$ cat src/rtl/rc4_pkg.sv
// Shared RC4 definitions: S memory geometry, key layout, FSM states and the S-memory request struct.
package rc4_pkg;
  localparam int S_DEPTH    = 256;
  localparam int KEY_LENGTH = 3;
  localparam int KEY_W      = 8;
  localparam int ADDR_W     = $clog2(S_DEPTH);
  localparam int KIDX_W     = $clog2(KEY_LENGTH);

  typedef enum logic [3:0] {
    IDLE, INIT, RD_I, WT_I, UPD_J, RD_J, WT_J, CAP_J, WR_I, WR_J, NEXT, DONE
  } state_e;

  typedef struct packed {
    logic [ADDR_W-1:0] addr;
    logic [KEY_W-1:0]  data;
    logic              wren;
  } s_req_t;
endpackage

$ cat src/rtl/rc4_key_schedule_if.sv
// Control handshake plus S-memory port of the key scheduler; master is the scheduler side.
interface rc4_key_schedule_if;
  import rc4_pkg::*;

  logic                        start;
  logic [KEY_LENGTH*KEY_W-1:0] secret_key;
  logic                        finish;
  logic [ADDR_W-1:0]           s_address;
  logic [KEY_W-1:0]            s_data;
  logic                        s_wren;
  logic [KEY_W-1:0]            s_q;

  modport master (input start, secret_key, s_q, output finish, s_address, s_data, s_wren);
  modport slave  (output start, secret_key, s_q, input finish, s_address, s_data, s_wren);
endinterface

$ cat src/rtl/rc4_key_byte_select.sv
// Picks key byte idx from the packed key (byte0 is the most significant); out-of-range idx gives 0.
module rc4_key_byte_select
  import rc4_pkg::*;
(
  input  logic [KEY_LENGTH*KEY_W-1:0] secret_key,
  input  logic [KIDX_W-1:0]           idx,
  output logic [KEY_W-1:0]            key_byte
);
  always_comb begin
    key_byte = '0;
    for (int b = 0; b < KEY_LENGTH; b++)
      if (idx == KIDX_W'(b)) key_byte = secret_key[(KEY_LENGTH-1-b)*KEY_W +: KEY_W];
  end
endmodule

$ cat src/rtl/rc4_key_schedule.sv
// RC4 key scheduler: fills S with the identity, then runs the KSA swap loop over a sync-read RAM.
module rc4_key_schedule
  import rc4_pkg::*;
(
  input  logic              clk,
  input  logic              reset,
  rc4_key_schedule_if.master bus
);
  state_e            state_q, state_d;
  logic [ADDR_W-1:0] i_q, i_d, j_q, j_d;
  logic [KEY_W-1:0]  si_q, si_d, sj_q, sj_d;
  logic [KIDX_W-1:0] k_q, k_d;
  logic [KEY_W-1:0]  key_byte;
  s_req_t            req;
  logic              finish;

  rc4_key_byte_select u_ksel (
    .secret_key (bus.secret_key),
    .idx        (k_q),
    .key_byte   (key_byte)
  );

  always_comb begin
    state_d = state_q;
    i_d     = i_q;
    j_d     = j_q;
    si_d    = si_q;
    sj_d    = sj_q;
    k_d     = k_q;
    req     = '0;
    finish  = 1'b0;
    unique case (state_q)
      IDLE: if (bus.start) begin
        i_d     = '0;
        state_d = INIT;
      end
      INIT: begin
        req = '{addr: i_q, data: i_q, wren: 1'b1};
        i_d = i_q + 1'b1;
        if (i_q == ADDR_W'(S_DEPTH-1)) begin
          i_d     = '0;
          j_d     = '0;
          k_d     = '0;
          state_d = RD_I;
        end
      end
      // Address is held through the wait and capture cycles so the RAM output stays valid.
      RD_I: begin req.addr = i_q; state_d = WT_I; end
      WT_I: begin req.addr = i_q; state_d = UPD_J; end
      UPD_J: begin
        req.addr = i_q;
        si_d     = bus.s_q;
        j_d      = j_q + bus.s_q + key_byte;
        state_d  = RD_J;
      end
      RD_J: begin req.addr = j_q; state_d = WT_J; end
      WT_J: begin req.addr = j_q; state_d = CAP_J; end
      CAP_J: begin
        req.addr = j_q;
        sj_d     = bus.s_q;
        state_d  = WR_I;
      end
      WR_I: begin req = '{addr: i_q, data: sj_q, wren: 1'b1}; state_d = WR_J; end
      // When i==j this later write restores the original value, as RC4 requires.
      WR_J: begin req = '{addr: j_q, data: si_q, wren: 1'b1}; state_d = NEXT; end
      NEXT: begin
        if (i_q == ADDR_W'(S_DEPTH-1)) state_d = DONE;
        else begin
          i_d     = i_q + 1'b1;
          k_d     = (k_q == KIDX_W'(KEY_LENGTH-1)) ? '0 : k_q + 1'b1;
          state_d = RD_I;
        end
      end
      DONE: begin finish = 1'b1; state_d = IDLE; end
      default: state_d = IDLE;
    endcase
  end

  always_ff @(posedge clk or posedge reset) begin
    if (reset) begin
      state_q <= IDLE;
      i_q     <= '0;
      j_q     <= '0;
      si_q    <= '0;
      sj_q    <= '0;
      k_q     <= '0;
    end else begin
      state_q <= state_d;
      i_q     <= i_d;
      j_q     <= j_d;
      si_q    <= si_d;
      sj_q    <= sj_d;
      k_q     <= k_d;
    end
  end

  assign bus.s_address = req.addr;
  assign bus.s_data    = req.data;
  assign bus.s_wren    = req.wren;
  assign bus.finish    = finish;
endmodule
$ cat src/flat_wrapper.sv
// flat-port wrapper written by rule: the top's interface ports become plain ports
module rc4_key_schedule_flat import rc4_pkg::*;
  (clk, reset, bus_start, bus_secret_key, bus_s_q, bus_finish, bus_s_address, bus_s_data, bus_s_wren);
  rc4_key_schedule_if bus_i ();
  input  logic clk;
  input  logic reset;
  input wire logic [$bits(bus_i.start)-1:0] bus_start;
  input wire logic [$bits(bus_i.secret_key)-1:0] bus_secret_key;
  input wire logic [$bits(bus_i.s_q)-1:0] bus_s_q;
  output wire logic [$bits(bus_i.finish)-1:0] bus_finish;
  output wire logic [$bits(bus_i.s_address)-1:0] bus_s_address;
  output wire logic [$bits(bus_i.s_data)-1:0] bus_s_data;
  output wire logic [$bits(bus_i.s_wren)-1:0] bus_s_wren;
  assign bus_i.start = bus_start;
  assign bus_i.secret_key = bus_secret_key;
  assign bus_i.s_q = bus_s_q;
  assign bus_finish = bus_i.finish;
  assign bus_s_address = bus_i.s_address;
  assign bus_s_data = bus_i.s_data;
  assign bus_s_wren = bus_i.s_wren;
  rc4_key_schedule u_core (.clk(clk), .reset(reset), .bus(bus_i));
endmodule
$ cat config.mk
export PLATFORM = sky130hd
export DESIGN_NAME = rc4_key_schedule_flat
export DESIGN_NICKNAME = d
export VERILOG_FILES = /design/src/rtl/rc4_pkg.sv /design/src/rtl/rc4_key_schedule_if.sv /design/src/rtl/rc4_key_byte_select.sv /design/src/rtl/rc4_key_schedule.sv /design/src/flat_wrapper.sv
export SDC_FILE = /design/constraint.sdc
export NUM_CORES = 1
export LEC_CHECK = 0
export BUFFER_PORTS_ARGS = -buffer_cell sky130_fd_sc_hd__buf_2
export CAP_MARGIN = 20
export CELL_PAD_IN_SITES_DETAIL_PLACEMENT = 1
export CELL_PAD_IN_SITES_GLOBAL_PLACEMENT = 1
export CORE_AREA = 4 4 87 89
export DETAILED_ROUTE_END_ITERATION = 8
export DIE_AREA = 0 0 91 93
export GPL_TIMING_DRIVEN = 0
export PLACE_DENSITY_LB_ADDON = 0.1
export SKIP_LAST_GASP = 1
export SYNTH_ARGS = -nofsm -noshare
export SYNTH_HDL_FRONTEND = slang
export SYNTH_HIERARCHICAL = 1
export SYNTH_SLANG_ARGS = --single-unit
export TNS_END_PERCENT = 5
$ cat constraint.sdc
create_clock -name clk -period 3.9 [get_ports clk]
set_clock_uncertainty 0.05 [all_clocks]
set_input_delay 0.39 -clock clk [delete_from_list [all_inputs] [get_ports clk]]
set_output_delay 0.39 -clock clk [all_outputs]
set_load 0.01 [all_outputs]
==> results of run 1 <==
==> final timing paths <==
| path | from | end | slack (ns) | cells after the start |
|---|---|---|---|---|
| min | reset | u_core/i_q[7] | 0.21 | 2 |
| min reg2reg | u_core/sj_q[7] | u_core/sj_q[7] | 0.46 | 1 |
| max in group asynchronous | reset | u_core/sj_q[5] | 3.06 | 2 |
| max reg2reg | u_core/k_q[1] | u_core/j_q[7] | 0.76 | 13 |
| max | u_core/k_q[1] | u_core/j_q[7] | 0.76 | 13 |
| min in group clk | bus_s_q[7] | u_core/sj_q[7] | 0.32 | 2 |
==> per-layer routing <==
layer,vias to the layer above,share of wire,GRT usage
met3,5,0.035,0.0290
li1,1180,-,-
met5,-,0,0
met4,0,0.0068,0.0402
met1,1293,0.42,0.263
met2,44,0.54,0.384
==> synthesized netlist by cell type, drive strengths merged, types with 3 or more instances <==
cell type  instances  area share
ha                 7       0.030
buf               20       0.047
o2bb2ai            8       0.024
o31ai              3      0.0077
nand2b             3      0.0090
a21o               4       0.010
o21ai             13       0.024
mux2              16       0.062
a31oi              3       0.012
mux2i             25       0.086
a21oi             11       0.019
fa                 8       0.055
nand2             18       0.026
nor2              28       0.037
xnor2              3      0.0090
nand3              6       0.012
a222oi             8       0.027
nor2b              3      0.0090
inv               14       0.018
xor2               6       0.018
dfrtp             38        0.33
a22o               3      0.0090
o22ai              8       0.017
nor3               4      0.0068
==> through the flow <==
step | area, sq um | util
2_1_floorplan | 2920 | -
3_3_place_gp | 3280 | 0.486
3_5_place_dp | 3280 | 0.486
4_1_cts | 3390 | 0.502
5_1_grt | 3400 | 0.503
6_report | 3400 | 0.503
==> power by group <==
| group | leakage (nW) | internal, mW | switching (mW) |
|---|---|---|---|
| logic | 1.04 | 0.0498 | 0.0564 |
| clock network | 0.0524 | 0.192 | 0.145 |
| registers | 0.469 | 0.401 | 0.00779 |
==> cell type report <==
class | count | share of cell area
buffer | 22 | 0.0431
clock buffer | 7 | 0.0225
clock inverter | 1 | 0.00884
inverter | 14 | 0.0155
multi-input combinational | 215 | 0.522
sequential | 38 | 0.280
tap | 80 | 0.0295
timing repair buffer | 53 | 0.0788
==> worst max-delay path, cell delays in order (launching register included) <==
cell and delay, ns:
dfrtp_1 0.42, buf_6 0.16, nor2b_4 0.12, buf_6 0.13
o2bb2ai_1 0.13, fa_1 0.49, ha_1 0.18, inv_1 0.06
fa_1 0.40, nor2b_1 0.17, o31ai_1 0.14, a21o_1 0.21
a221oi_1 0.25, o31ai_1 0.11
==> registers in the layout, summed over array words and instances (netlist names) <==
name            count
u_core/i_q          8
u_core/j_q          8
u_core/si_q         8
u_core/sj_q         8
u_core/state_q      4
u_core/k_q          2
==> logic make-up (layout without fill, tap and decap cells) <==
kind of cell	after synthesis	after routing
buffers and inverters	36	97
AO/OA/AOI/OAI	73	73
XOR/XNOR	9	9
adder cells (fa/ha/maj)	15	15
multiplexers	41	41
AND/OR/NAND/NOR	77	77
flip-flops	38	38
==> metrics.csv, run 1 <==
stage;metric;value;unit
cts;CTS buffer count;5;
pwr;P per Cell Area;251;nW/um^2
timing;Worst-Margin Slew;0.841;ns
timing;Setup Viol. Count Final;0;
logic_synthesis;Post-Synth Simple-Gate Area;0.154;
layout;Layout area overhead;16.2;%
routing;initial DRC count;125;
layout;Finished Layout Cells;430;
logic_synthesis;Synth Register Bits;38;
global_routing;largest net degree at the start of global routing;39;
pwr;Static Leak;1.56;nW
floorplanning;die width;91;um
setup_path;worst path arrival time;3.25;ns
layout;Layout Nets;399;
placed_design;placed cells;421;
layout;Filler Cell Count;814;
routing;via count;2522;
layout;Sequential Area;951;sq um
global_routing;gr ovfl total;0;
pwr;Peak VDD IR;0.000125;V
timing;Final Hold Violating Endpoints;0;
cts;Clock Path Buffers;2;
logic_synthesis;adder-cell share of the synthesized area;0.0848;
logic_synthesis;syn_nets;339;
global_routing;Total Routing Usage GR;0.209;
placed_design;IO Port Bufs;52;
logic_synthesis;XOR/XNOR Fraction of Synth Area;0.0270;
logic_synthesis;Synth Warn #;6;
timing;final worst slack;0.760;ns
logic_synthesis;top_reg_cell synth;dfrtp_1;
cts;clk root buf;clkbuf_8;
timing;Rel. slew slack;0.439;
timing;Fin Hold WS;0.211;ns
timing;final setup TNS;0;ns
routing;final WL;8390;um
setup_path;Worst setup EP type;flop;
timing;final period utilization;0.805;
layout;commonest cells after routing, fill and taps aside;buf_2 (60), dfrtp_1 (38), nor2_1 (27);
logic_synthesis;number of synthesized flops with an enable pin;0;
floorplanning;Chip Height;93;um
routing;Routed WL per cell;19.5;um
floorplanning;# rows;30;
global_routing;first-pass GRT wire length;14000;um
placed_design;Place WS;0.778;ns
logic_synthesis;Synth Area in Compound Gates;0.193;
floorplanning;# IOs;53;
layout;multi-input logic area;1770;sq um
outcome;outcome;finished, final reports clean;
logic_synthesis;main combinational cell family by area after synthesis;compound AO/OA/AOI/OAI gates;
logic_synthesis;portion of netlist area occupied by mux cells;0.147;
hold_path;Hold WC Path Type;input pin to asynchronous set/reset pin;
pwr;Final Power;0.851;mW
routing;antenna-violating nets left;0;
routing;drc violations;0;
floorplanning;core region area;6760;sq um
logic_synthesis;Post-Syn Area;2920;sq um
cts;cts hold-fix bufs;0;
setup_path;CP startpoint kind;flop;
setup_path;Critical Setup Path Class;flop to flop;
logic_synthesis;sequential-to-total area share from yosys stat;0.325;
layout;# diodes;0;
job;MaxCap Viol Count;0;
setup_path;worst-path maximum fanout;9;
logic_synthesis;synth unique cells;56;
layout;most common cell after layout, fill and taps aside;buf_2;
cts;Post-CTS Resized;0;
routing;vias per cell;5.87;
cts;clock-pin slew of the registers on the worst-case setup and hold paths;0.08;ns
logic_synthesis;synthesized instance count;289;
global_routing;initial antenna violation count;0;
placed_design;Final Wtd Congestion;0.792;
timing;Fmax;0.319;GHz
layout;layout cells sized above 1;0.320;
setup_path;CP required;4.01;ns
timing;setup repair after global routing missed its margin;no;
cts;H-tree Lvls;2;
timing;Pins Over Slew Limit;0;
placed_design;Final HPWL DP;6490;um
cts;TritonCTS clock tree;built;
timing;Tmin final;3.14;ns
global_routing;vias in the first global route;2728;
floorplanning;Initial Utilization;0.433;
cts;Skew-Pair Late Insertion Delay;0.29;ns
cts;CTS Sinks;38;
floorplanning;die area;8460;sq um
cts;total setup buffers inserted after CTS;0;
logic_synthesis;Post-synth ARST share;1.00;
logic_synthesis;syn_area_per_cell;10.1;sq um
routing;Pre-antenna DRT Iters;5;
Power figures use the tool's default switching activity.
==> inputs of run 2 (changes only) <==
--- a/config.mk
+++ b/config.mk
@@ -5,6 +5,7 @@
 export SDC_FILE = /design/constraint.sdc
 export NUM_CORES = 1
 export LEC_CHECK = 0
+export ABC_AREA = 1
 export BUFFER_PORTS_ARGS = -buffer_cell sky130_fd_sc_hd__buf_2
 export CAP_MARGIN = 20
 export CELL_PAD_IN_SITES_DETAIL_PLACEMENT = 1
==> constraint.sdc (replaced) <==
create_clock -name clk -period 3.2 [get_ports clk]
set_clock_uncertainty 0.05 [all_clocks]
set_input_delay 0.32 -clock clk [delete_from_list [all_inputs] [get_ports clk]]
set_output_delay 0.32 -clock clk [all_outputs]
set_load 0.01 [all_outputs]
==> run 2 against run 1 <==
- core utilization is 3.4 points lower
- largest cell class unchanged
- worst hold slack got worse by 0.082 ns
- largest power group is now the clock network
- sequential share of layout area up 2.0 points
- highest routed layer unchanged
- combinational power rose by 25%
- critical path depth rose by 1
- synthesized cell count rose by 26%
- routed wire length fell by 7.3%
- fmax is 16% higher
- die area unchanged
- sequential power increased by 17%
- sequential cell count unchanged
==> metrics.csv, run 2 <==
stage;metric;value;unit;change
floorplanning;core region area;6760;sq um;unchanged
logic_synthesis;Yosys top cell area share;0.356;;+0.0310
logic_synthesis;Post-Syn Area;2670;sq um;-8.7%
setup_path;worst reg-to-reg setup slack;0.49;ns;-0.27 ns
timing;Setup Viol. Count Final;0;;unchanged
setup_path;crit path buf inv count;4;;+1
outcome;outcome;finished, final reports clean;;
routing;antenna-violating nets left;0;;unchanged
placed_design;Final Wtd Congestion;0.821;;+3.7%
global_routing;first-pass GRT wire length;13300;um;-4.8%
logic_synthesis;top post-synthesis cells by area;dfrtp_1 (36%), nand2_1 (15%), nand3_1 (9.4%);;
pwr;P per Cell Area;349;nW/um^2;+39%
logic_synthesis;Post-synth ARST share;1.00;;unchanged
setup_path;Crit path top cell by count;nand3_1;;
layout;Layout area overhead;18.7;%;
routing;initial DRC count;56;;-55%
timing;final period utilization;0.847;;+0.0421
routing;vias per cell;5.29;;-9.8%
pwr;Sw Ratio;0.234;;-0.0108
cts;CTS buffer count;5;;unchanged
setup_path;worst reg2reg endpoint;u_core/j_q[7];;
pwr;Static Leak;1.57;nW;+0.68%
cts;H-tree Lvls;2;;unchanged
global_routing;gr ovfl total;0;;unchanged
timing;Worst-Margin Slew;0.819;ns;-0.0223 ns
logic_synthesis;syn_nets;415;;+22%
logic_synthesis;sequential-to-total area share from yosys stat;0.356;;+0.0310
routing;final WL;7780;um;-7.3%
cts;Post-CTS Resized;0;;unchanged
global_routing;largest net degree at the start of global routing;39;;unchanged
logic_synthesis;Synth Register Bits;38;;unchanged
pwr;Net Sw Power;0.259;mW;+24%
logic_synthesis;Synth Warn #;6;;unchanged
cts;total setup buffers inserted after CTS;0;;unchanged
routing;via count;2673;;+6.0%
cts;clock-pin slew of the registers on the worst-case setup and hold paths;0.08;ns;about the same
pwr;Peak VDD IR;0.000153;V;+22%
setup_path;Critical Path, Cell by Cell;buf_4, inv_2, nand3_1, nand3_1, fa_1, ha_1, inv_1, fa_1, inv_1, nand4_1, nand3_1, nand2_1, nand3_1, nand2_1;;
cts;Skew-Pair Late Insertion Delay;0.29;ns;about the same
pwr;Cell Int Power;0.847;mW;+32%
logic_synthesis;synthesized instance count;365;;+26%
routing;drc violations;0;;unchanged
setup_path;Worst Reg-to-Reg Cells;14;;+1
pwr;Gate power share;0.119;;-0.006
setup_path;CP startpoint kind;flop;;
floorplanning;# rows;30;;unchanged
timing;setup repair after global routing missed its margin;no;;
logic_synthesis;synth cell count leaders;nand2_1 (108), nand3_1 (50), o21ai_0 (46);;
setup_path;worst path arrival time;2.85;ns;-0.40 ns
timing;final setup TNS;0;ns;unchanged
global_routing;initial antenna violation count;0;;unchanged
timing;Fmax;0.369;GHz;+16%
placed_design;Place WS;0.498;ns;-0.279 ns
layout;# diodes;0;;unchanged
logic_synthesis;syn_area_per_cell;7.31;sq um;-28%
global_routing;Total Routing Usage GR;0.197;;-0.0121
timing;Tmin final;2.71;ns;-0.429 ns
setup_path;Crit-path slowest cell;fa_1;;
cts;clk root buf;clkbuf_8;;
layout;layout cells sized above 1;0.198;;-0.122
cts;CTS Sinks;38;;unchanged
logic_synthesis;most frequent cell after synthesis;nand2_1;;
timing;Rel. slew slack;0.453;;+0.0149
logic_synthesis;cell taking the most area after synthesis;dfrtp_1;;
timing;final worst slack;0.489;ns;-0.271 ns
placed_design;IO Port Bufs;52;;unchanged
cts;cts hold-fix bufs;0;;unchanged
floorplanning;die width;91;um;unchanged
floorplanning;# IOs;53;;unchanged
setup_path;r2r startpoint;u_core/k_q[0];;
floorplanning;Initial Utilization;0.395;;-0.0376
layout;commonest cells after routing, fill and taps aside;nand2_1 (108), buf_2 (55), nand3_1 (50);;
cts;TritonCTS clock tree;built;;
pwr;Clock Power Share;0.447;;+0.052
setup_path;Critical Setup Path Class;flop to flop;;
routing;Pre-antenna DRT Iters;4;;-1
placed_design;Final HPWL DP;6350;um;-2.2%
hold_path;Hold WC Path Type;input pin to asynchronous set/reset pin;;
setup_path;CP top delay family;adder cells;;
pwr;Seq pwr share;0.434;;-0.046
setup_path;Worst setup EP type;flop;;
job;MaxCap Viol Count;0;;unchanged
floorplanning;Chip Height;93;um;unchanged
cts;Clock Path Buffers;2;;unchanged
setup_path;crit-path max cell delay;0.50;ns;about the same
routing;Routed WL per cell;15.4;um;-21%
layout;most common cell after layout, fill and taps aside;nand2_1;;
logic_synthesis;top_reg_cell synth;dfrtp_1;;
timing;Final Hold Violating Endpoints;0;;unchanged
global_routing;vias in the first global route;2764;;+1.3%
floorplanning;die area;8460;sq um;unchanged
timing;Pins Over Slew Limit;0;;unchanged
logic_synthesis;number of synthesized flops with an enable pin;0;;unchanged
setup_path;worst-path maximum fanout;10;;+1
layout;Layout Nets;474;;+19%
logic_synthesis;synth unique cells;30;;-46%
setup_path;CP required;3.34;ns;-0.67 ns
## run 2: changes by cell type after synthesis, sizes merged, moves of 9 or more
cell	previous run	this run
o211ai	0	9
buf	20	6
o21ai	13	50
inv	14	40
nand2	18	108
mux2	16	0
nand3	6	53
mux2i	25	0
## run 2: worst reg2reg max path, delay by kind of cell, from the launching register on
kind / cells / cell delay, ns
flops: 1 / 0.40
buf+inv: 4 / 0.49
simple gates: 7 / 0.60
fa+ha+maj: 3 / 1.08
## run 2: cell type report
class,instances,area (sq um)
sequential,38,951
clock inverter,3,68.8
timing repair buffer,52,260
buffer,7,45.0
multi-input combinational,279,1520
fill,900,3590
inverter,41,154
clock buffer,5,68.8
tap,80,100
## run 2: power by group through the flow
| stage | clock network, mW | logic, mW | registers [mW] |
|---|---|---|---|
| floorplan | 0 | 0.0839 | 0.489 |
| CTS | 0.509 | 0.135 | 0.480 |
| global route | 0.530 | 0.154 | 0.480 |
| global placement | 0 | 0.128 | 0.489 |
| finish | 0.495 | 0.132 | 0.480 |
| detailed placement | 0 | 0.134 | 0.489 |
## run 2: metrics by stage
step / power [mW] / util / std cells / hold slack, ns / instance area (sq um)
2_1_floorplan: 0.573 / - / 365 / 0.403 / 2670
3_3_place_gp: 0.617 / 0.448 / 497 / 0.418 / 3030
3_5_place_dp: 0.623 / 0.448 / 497 / 0.423 / 3030
4_1_cts: 1.12 / 0.469 / 505 / 0.160 / 3170
5_1_grt: 1.16 / 0.469 / 505 / 0.200 / 3170
6_report: 1.11 / 0.469 / 505 / 0.129 / 3170
## run 2: worst max-delay path by stage
| stage | slack [ns] | depth (start not counted) | start | end |
|---|---|---|---|---|
| 6_report | 0.49 | 14 | u_core/k_q[0] | u_core/j_q[7] |
| 5_1_grt | 0.28 | 14 | u_core/k_q[0] | u_core/j_q[7] |
| 4_1_cts | 0.47 | 15 | u_core/k_q[0] | u_core/j_q[7] |
| 3_5_place_dp | 0.50 | 14 | u_core/k_q[0] | u_core/j_q[7] |
| 3_3_place_gp | 0.51 | 14 | u_core/k_q[0] | u_core/j_q[7] |
| 2_1_floorplan | 0.80 | 14 | u_core/k_q[0] | u_core/j_q[7] |
## run 2: per-layer routing
| layer | global-route usage | part of all wire | up-vias | wire length, um |
|---|---|---|---|---|
| met3 | 0.0282 | 0.034 | 6 | 264 |
| met5 | 0 | 0 | - | 0 |
| li1 | - | - | 1324 | - |
| met2 | 0.365 | 0.51 | 51 | 3980 |
| met4 | 0.0603 | 0.017 | 0 | 130 |
| met1 | 0.235 | 0.44 | 1292 | 3400 |
## run 2: cell families (layout without fill, tap and decap cells)
family	after synthesis	in the layout	share of synthesized area
xor+xnor	6	6	0.0197
simple gates	193	193	0.325
fa+ha+maj	15	15	0.0928
compound gates	65	65	0.131
buf+inv	48	108	0.0745
flops	38	38	0.356
